File: src/rtl/lif_neuron_array.sv
// Time-multiplexed array of leaky integrate-and-fire neurons.
// One shared leak/integrate/threshold datapath walks the neurons in index
// order each timestep; spiking neurons are reported as ID events.
module lif_neuron_array #(
  parameter int N_NEURONS      = 8,
  parameter int CURRENT_WIDTH  = 8,
  parameter int MEMBRANE_WIDTH = 16,
  parameter int LEAK_SHIFT     = 3,
  parameter int V_THRESH       = 300,
  parameter int V_RESET        = 0,
  parameter int REFRACT_STEPS  = 2,
  parameter int ID_W           = $clog2(N_NEURONS)
) (
  input  logic                     clk,
  input  logic                     rst_n,
  input  logic                     step_start,
  input  logic                     in_valid,
  input  logic [CURRENT_WIDTH-1:0] in_current,
  output logic                     in_ready,
  output logic                     out_valid,
  output logic [ID_W-1:0]          out_id,
  input  logic                     out_ready,
  output logic                     busy,
  output logic [ID_W-1:0]          cur_id,
  output logic                     step_done,
  output logic [ID_W:0]            step_spikes
);

  localparam int MW   = MEMBRANE_WIDTH;
  localparam int CW   = CURRENT_WIDTH;
  localparam int RC_W = (REFRACT_STEPS > 0) ? $clog2(REFRACT_STEPS + 1) : 1;

  localparam logic signed [MW-1:0]   VRST    = MW'(V_RESET);
  localparam logic signed [MW-1:0]   VTH     = MW'(V_THRESH);
  localparam logic [RC_W-1:0]        RC_INIT = RC_W'(REFRACT_STEPS);
  // Saturation bounds expressed at the two-bit-wider intermediate width
  localparam logic signed [MW+1:0]   SMAX    = {3'b000, {(MW-1){1'b1}}};
  localparam logic signed [MW+1:0]   SMIN    = {3'b111, {(MW-1){1'b0}}};
  localparam logic [ID_W-1:0]        LAST    = ID_W'(N_NEURONS - 1);

  typedef enum logic [1:0] {IDLE, UPDATE, EMIT, DONE} state_t;

  state_t               state;
  logic [ID_W-1:0]      idx;
  logic [ID_W:0]        cnt;

  logic [MW-1:0]        v_q  [N_NEURONS];
  logic [RC_W-1:0]      rc_q [N_NEURONS];

  logic signed [MW-1:0] v_cur, leak, s_sat, v_d;
  logic signed [MW+1:0] s_wide;
  logic [RC_W-1:0]      rc_cur, rc_d;
  logic                 refr, spike, acc, last;

  // Shared neuron datapath: leak, integrate, saturate, threshold
  always_comb begin
    v_cur  = v_q[idx];
    rc_cur = rc_q[idx];
    leak   = v_cur >>> LEAK_SHIFT;
    s_wide = {{2{v_cur[MW-1]}}, v_cur}
           - {{2{leak[MW-1]}}, leak}
           + {{(MW+2-CW){in_current[CW-1]}}, in_current};
    if (s_wide > SMAX)      s_sat = SMAX[MW-1:0];
    else if (s_wide < SMIN) s_sat = SMIN[MW-1:0];
    else                    s_sat = s_wide[MW-1:0];
    refr  = (rc_cur != '0);
    spike = !refr && (s_sat >= VTH);
    v_d   = (refr || spike) ? VRST : s_sat;
    if (refr)       rc_d = rc_cur - RC_W'(1);
    else if (spike) rc_d = RC_INIT;
    else            rc_d = '0;
  end

  assign acc  = (state == UPDATE) && in_valid;
  assign last = (idx == LAST);

  // Neuron state: only the neuron currently consuming current is written
  always_ff @(posedge clk or negedge rst_n) begin
    if (!rst_n) begin
      for (int i = 0; i < N_NEURONS; i++) begin
        v_q[i]  <= VRST;
        rc_q[i] <= '0;
      end
    end else if (acc) begin
      v_q[idx]  <= v_d;
      rc_q[idx] <= rc_d;
    end
  end

  // Step sequencer; spike count is latched on entry to DONE so it is
  // already valid while step_done is high
  always_ff @(posedge clk or negedge rst_n) begin
    if (!rst_n) begin
      state       <= IDLE;
      idx         <= '0;
      cnt         <= '0;
      step_spikes <= '0;
    end else begin
      case (state)
        IDLE: if (step_start) begin
          state <= UPDATE;
          idx   <= '0;
          cnt   <= '0;
        end
        UPDATE: if (acc) begin
          if (spike) begin
            cnt   <= cnt + (ID_W+1)'(1);
            state <= EMIT;
          end else if (last) begin
            state       <= DONE;
            step_spikes <= cnt;
          end else begin
            idx <= idx + ID_W'(1);
          end
        end
        EMIT: if (out_ready) begin
          if (last) begin
            state       <= DONE;
            step_spikes <= cnt;
          end else begin
            idx   <= idx + ID_W'(1);
            state <= UPDATE;
          end
        end
        DONE:    state <= IDLE;
        default: state <= IDLE;
      endcase
    end
  end

  assign in_ready  = (state == UPDATE);
  assign out_valid = (state == EMIT);
  assign busy      = (state != IDLE);
  assign step_done = (state == DONE);
  assign out_id    = idx;
  assign cur_id    = idx;

endmodule

File: config.mk
export PLATFORM = sky130hd
export DESIGN_NAME = lif_neuron_array
export DESIGN_NICKNAME = d
export VERILOG_FILES = /design/src/rtl/lif_neuron_array.sv
export SDC_FILE = /design/constraint.sdc
export NUM_CORES = 1
export LEC_CHECK = 0
export ABC_AREA = 0
export CORE_MARGIN = 2
export CORE_UTILIZATION = 52
export CTS_BUF_LIST = sky130_fd_sc_hd__clkbuf_8
export DETAILED_ROUTE_END_ITERATION = 12
export PLACE_DENSITY_LB_ADDON = 0.1
export SYNTH_ARGS = -nofsm -noshare
export SYNTH_HDL_FRONTEND = slang
export SYNTH_SLANG_ARGS = --single-unit
File: constraint.sdc
create_clock -name clk -period 7.55 [get_ports clk]
set_input_delay 0.755 -clock clk [delete_from_list [all_inputs] [get_ports clk]]
set_output_delay 0.755 -clock clk [all_outputs]
set_load 0.02 [all_outputs]
# Yosys cells after proc, flatten, opt, wreduce, memory -nomap -nowiden
# Cells that the tools add are included.
totals:
  input_bits: 13
  wordCells: 95
  output_inout_bits: 14
  regBits: 157
classes:
  reduce_logical: 15
  magnitude_cmp: 5
  add_sub_neg: 5
  bitwise: 1
  eq_ne: 10
  mux: 39
ops:
  columns: ["op", "count"]
  rows:
  - ["128-bit bitwise mux", 1]
  - ["16-bit two-way mux", 6]
  - ["16-bit binary-select mux with 3-bit select", 1]
  - ["16-bit demux with 3-bit select", 1]
  - ["4-bit two-way mux", 7]
  - ["2-bit two-way mux", 11]
  - ["17-bit by 8-bit adder with 18-bit output", 1]
  - ["18-bit by 16-bit greater-than comparator with 1-bit output, second input constant", 1]
  - ["18-bit by 16-bit less-than comparator with 1-bit output, second input constant", 1]
  - ["16-bit by 13-bit subtractor with 17-bit output", 1]
  - ["16-bit bitwise mux", 1]
  - ["16-bit by 10-bit >= comparator with 1-bit output, second input constant", 1]
  - ["4-bit case mux with 2 select lines", 2]
  - ["3-bit two-way mux", 5]
  - ["4-bit AND reduction", 3]
  - ["3-bit case mux with 3 select lines", 1]
  - ["2-bit case mux with 4 select lines", 1]
  - ["2-bit nonzero test", 4]
  - ["2-bit binary-select mux with 3-bit select", 1]
  - ["2-bit demux with 3-bit select", 1]
  - ["2-bit by 1-bit != test with 1-bit output, second input constant", 3]
  - ["5-bit AND reduction", 1]
  - ["4-bit by 1-bit adder with 4-bit output, second input constant", 1]
  - ["2-bit == test, second input constant", 2]
  - ["14 further kinds", 17]

# Logic depth before layout (Yosys ltp)
depth:
  ltp_word: 14
  depth_mapped: 24
  depth_no_buf: 19

# Worst setup path before layout
# OpenSTA, ideal clock, no wires.
synth_path:
  path_type: "reg-to-reg"
  startpoint: "reg idx[1], in the netlist cur_id[1]"
  endpoint: "reg idx[0], in the netlist cur_id[0]"
  synth_period_minus_slack_ns: 5.740
  path_buffers: 3
  setup_slack_ns: 1.810
  setup_time_ns: 0.125
  t_required_ns: 7.425
  arrival_ns: 5.614
  path_stages_with_launch: 20
  cell_sequence: "dfrtp_1 -> clkbuf_1 -> inv_1 -> nor3_1 -> clkbuf_1 -> a22oi_1 -> and4_1 -> fa_1 -> inv_1 -> ha_1 -> a211oi_2 -> o21bai_1 -> a2111o_1 -> o21a_1 -> or3_4 -> a21o_1 -> o31a_1 -> buf_6 -> a211o_4 -> mux2_4"
synth_between:
  elab_chain_len: 13
  elab_cells_between_ends: 25
  cone_classes: "2 x add/sub; 3 x order compare; 2 x eq/ne; 13 x mux; 1 x bitwise; 4 x reduce/logical"
synth_lines:
  columns: ["item", "line", "source"]
  rows:
  - ["from (decl)", "44", "logic [ID_W-1:0] idx;"]
  - ["from (signal assigned)", "113", "idx <= idx + ID_W'(1);"]
  - ["from (signal assigned)", "121", "idx <= idx + ID_W'(1);"]
  - ["3-bit NOT with 4-bit output (not written as such)", "57, 58", null]
  - ["16-bit binary-select mux with 3-bit select", "57", "v_cur = v_q[idx];"]
  - ["16-bit two-way mux (not written as such) (2 in a row)", "57", null]
  - ["16-bit by 13-bit subtractor with 17-bit output", "61", "- {{2{leak[MW-1]}}, leak}"]
  - ["17-bit by 8-bit adder with 18-bit output", "62", "+ {{(MW+2-CW){in_current[CW-1]}}, in_current};"]
  - ["18-bit by 16-bit less-than comparator with 1-bit output", "64", "else if (s_wide < SMIN) s_sat = SMIN[MW-1:0];"]
  - ["16-bit two-way mux", "64", null]
  - ["16-bit two-way mux", "63", "if (s_wide > SMAX) s_sat = SMAX[MW-1:0];"]
  - ["16-bit by 10-bit >= comparator with 1-bit output", "67", "spike = !refr && (s_sat >= VTH);"]
  - ["1-bit logical AND", "67", null]
  - ["2-bit != test (no line)", null, null]
  - ["5-bit AND reduction (no line)", null, null]
# Parallel ways exist; a longest one is shown, timed or not. The select of a mux whose other input is x is not followed.
# A chain may end at the register's enable or synchronous reset.

# Worst setup path after layout
layout_path:
  startpoint: "reg idx[0], in the netlist cur_id[0]"
  endpoint: "reg rc_q[9] in the netlist's numbering"
layout_between:
  elab_chain_len: 14
  elab_cells_between_ends: 26
  cone_classes: "3 x add/sub; 5 x order compare; 13 x mux; 1 x bitwise; 4 x reduce/logical"
layout_lines:
  columns: ["item", "line", "source"]
  rows:
  - ["3-bit NOT with 4-bit output (not written as such) (*)", "57, 58, 86", null]
  - ["16-bit binary-select mux with 3-bit select", "57", null]
  - ["16-bit two-way mux (not written as such) (2 in a row)", "57", null]
  - ["16-bit by 13-bit subtractor with 17-bit output", "61", null]
  - ["17-bit by 8-bit adder with 18-bit output", "62", null]
  - ["18-bit by 16-bit less-than comparator with 1-bit output", "64", null]
  - ["16-bit two-way mux", "64", null]
  - ["16-bit two-way mux", "63", null]
  - ["16-bit by 10-bit >= comparator with 1-bit output", "67", null]
  - ["1-bit logical AND", "67", null]
  - ["2-bit two-way mux", "70", "else if (spike) rc_d = RC_INIT;"]
  - ["2-bit two-way mux", "69", "if (refr) rc_d = rc_cur - RC_W'(1);"]
  - ["16-bit bitwise mux (*)", "86", "rc_q[idx] <= rc_d;"]
  - ["to (signal, indexed assignment)", "86", null]
  - ["to (decl)", "48", "logic [RC_W-1:0] rc_q [N_NEURONS];"]
# Mark *: on every way between the ends. The rest lies on a longest branch, timed or not. The select of a mux whose other input is x is not followed.

==> flow_metrics.env <==
export IMPL_status="completed"
export IMPL_cts_tree="yes"
export IMPL_num_antenna_cells=0
export IMPL_postRouteAntennaNets=0
export IMPL_drtPass1Iterations=6
export IMPL_synth_edf_count=0
export IMPL_slew_viol_final=0
export IMPL_drc=0
export IMPL_worstSetupPathType="register to register"
export IMPL_grt_pass1_wl_um=36200
export IMPL_setup_viol=0
export IMPL_rsz0062_at_grt="false"
export IMPL_cts_max_path_buffers=2
export IMPL_die_area_sq_um=17300
export IMPL_synth_top_area_share_pct=46.4
export IMPL_post_synth_cell_area_avg_sq_um=9.10
export IMPL_drt_initial_drc_count=517
export IMPL_rr_worst_depth=16
export IMPL_synth_nets=986
export IMPL_clockRootBuffer="clkbuf_8"
export IMPL_period_minus_slack_ns=6.50
export IMPL_ctsResizeCount=0
export IMPL_via_count=6967
export IMPL_fmax_mhz=154
export IMPL_final_hold_viol_count=0
export IMPL_cts_sinks=157
export IMPL_grt_use_total_pct=26.8
export IMPL_skew_ns=0.0133
export IMPL_viasPerCell=5.99
export IMPL_die_h_um=132
export IMPL_routed_wl_um=22700
export IMPL_min_path_type="primary input to asynchronous set/reset pin"
export IMPL_synthTopCellsByArea="dfrtp_1 (46%), nand2_1 (8.1%), a22oi_1 (5.8%)"
export IMPL_die_w_um=132
export IMPL_grt_pass1_vias=6706
export IMPL_wl_per_cell_um=19.5
export IMPL_synth_ff_type="dfrtp_1"
export IMPL_required_ns=7.84
export IMPL_dp_hpwl_um=15500
export IMPL_yosysUniqueCellTypes=67
export IMPL_ioPinCount=27
export IMPL_worstReg2RegStart="cur_id[0]"
export IMPL_grt_max_degree=81
export IMPL_area_growth_pct=9.56
export IMPL_coreArea_sq_um=15900
export IMPL_netlist_instances=930
export IMPL_ys_ff_latch=157
export IMPL_multi_input_area_sq_um=4130
export IMPL_holdBufCountCts=0
export IMPL_regArea_sq_um=3930
export IMPL_port_buffer_count=26
export IMPL_ys_seq_area_share_pct=46.4
export IMPL_start_util_pct=53.3
export IMPL_arrival_ns=6.79
export IMPL_finalCritPeriodShare_pct=86.0
export IMPL_clk_latency_ns=0.45
export IMPL_drive_above_1_share_pct=6.34
export IMPL_overflow=0
export IMPL_r2r_end="rc_q[9]"
export IMPL_final_cell_mix="nand2_1 (182), dfrtp_1 (157), o21ai_1 (93), o21ai_0 (77), a22oi_1 (65)"
export IMPL_tightest_slew_ns=1.21
export IMPL_cts_made_buffers=17
export IMPL_h_tree_depth=4
export IMPL_end_kind="register"
export IMPL_rows=46
export IMPL_synthArstFlopShare_pct=100
export IMPL_synth_top_area_cell="dfrtp_1"
export IMPL_clk_pin_slew_ns=0.09
export IMPL_drv_cap=0
export IMPL_final_common_cell="nand2_1"
export IMPL_antenna_found_initial=0
export IMPL_syn_cell_area_sq_um=8470
export IMPL_layout_nets=990
export IMPL_cts_setup_buffers=0
export IMPL_slew_headroom_pct=18.6
export IMPL_yosysWarnings=0
export IMPL_fin_setup_tns_ns=0
export IMPL_rrSetupSlack_ns=1.05
export IMPL_gp_congestion=0.878
export IMPL_worstPathMaxFanout=22
export IMPL_nFillCells=1422
export IMPL_start_kind="register"
-- sequential cells by signal (all words and copies together), names as in the netlist --
register and flops:
state 2, cnt 4, step_spikes 4, v_q 128
cur_id 3, rc_q 16
-- how the worst max path moves through the flow --
| stage | startpoint | end | slack, ns | depth (start not counted) |
|---|---|---|---|---|
| after floorplan | cur_id[1] | cur_id[0] | 1.81 | 19 |
| after global placement | cur_id[0] | rc_q[3] | 1.27 | 16 |
| after detailed placement | cur_id[0] | rc_q[15] | 1.20 | 16 |
| after CTS | cur_id[0] | rc_q[9] | 1.16 | 16 |
| after global routing | cur_id[1] | rc_q[9] | 0.76 | 17 |
| final | cur_id[0] | rc_q[9] | 1.05 | 16 |
-- stage by stage --
step	hold WS (ns)	cells	worst slack, ns	area (sq um)	utilization (%)
2_1_floorplan	0.444	930	1.81	8470	-
3_3_place_gp	0.461	1131	1.27	8900	56.0
3_5_place_dp	0.471	1131	1.20	8900	56.0
4_1_cts	0.360	1163	1.16	9280	58.4
5_1_grt	0.370	1163	0.757	9280	58.4
6_report	0.341	1163	1.05	9280	58.4
-- routing by layer --
layer	track usage (%)	vias up	routed length, um
met5	0	-	0
met4	7.55	0	391
met3	5.13	29	1300
met2	41.5	206	10400
met1	38.5	3434	10600
li1	-	3298	-
-- synthesized netlist by cell type, types with 7 or more instances --
| master | number |
|---|---|
| clkbuf_1 | 50 |
| dfrtp_1 | 157 |
| nor2_1 | 26 |
| nand3_1 | 17 |
| nand2_1 | 182 |
| and2_1 | 7 |
| a22oi_1 | 65 |
| o21a_1 | 8 |
| and4_1 | 16 |
| o21ai_1 | 93 |
| o21ai_0 | 77 |
| a31oi_1 | 7 |
| a21oi_1 | 17 |
| ha_1 | 28 |
| fa_1 | 15 |
| inv_1 | 53 |
-- cells by family (layout without fill, tap and decap cells) --
kind of cell | Yosys count | after routing | share of synthesized area, %
adders and majority gates | 43 | 43 | 7.68
and+or+nand+nor | 280 | 280 | 14.8
DFF | 157 | 157 | 46.4
AOI/OAI and AO/OA | 322 | 322 | 23.7
buffers and inverters | 109 | 126 | 5.07
muxes | 9 | 9 | 1.30
xor gates and xnor gates | 10 | 10 | 1.03
-- worst max-delay path: stages, from the launching register on --
cell and delay (ns):
dfrtp_1 0.62, nor3_2 1.07, a22oi_1 0.23, and4_1 0.30
inv_1 0.12, fa_1 0.42, inv_1 0.07, ha_1 0.29
and2_1 0.21, a221oi_2 0.38, a21oi_2 0.16, or3_1 0.42
a222oi_1 0.40, o2111ai_1 0.29, o31a_1 0.60, a21oi_1 0.58
o21ai_0 0.18
-- final cells by class --
| class | instances | area share (%) |
|---|---|---|
| clock inverter | 13 | 1.23 |
| inverter | 53 | 2.14 |
| timing repair buffer | 41 | 4.03 |
| tap | 216 | 2.91 |
| clock buffer | 19 | 2.82 |
| sequential | 157 | 42.4 |
| multi-input combinational | 664 | 44.5 |
Power is not shown: default switching activity piles up to over one toggle a cycle in this logic, so the estimate is an artifact.
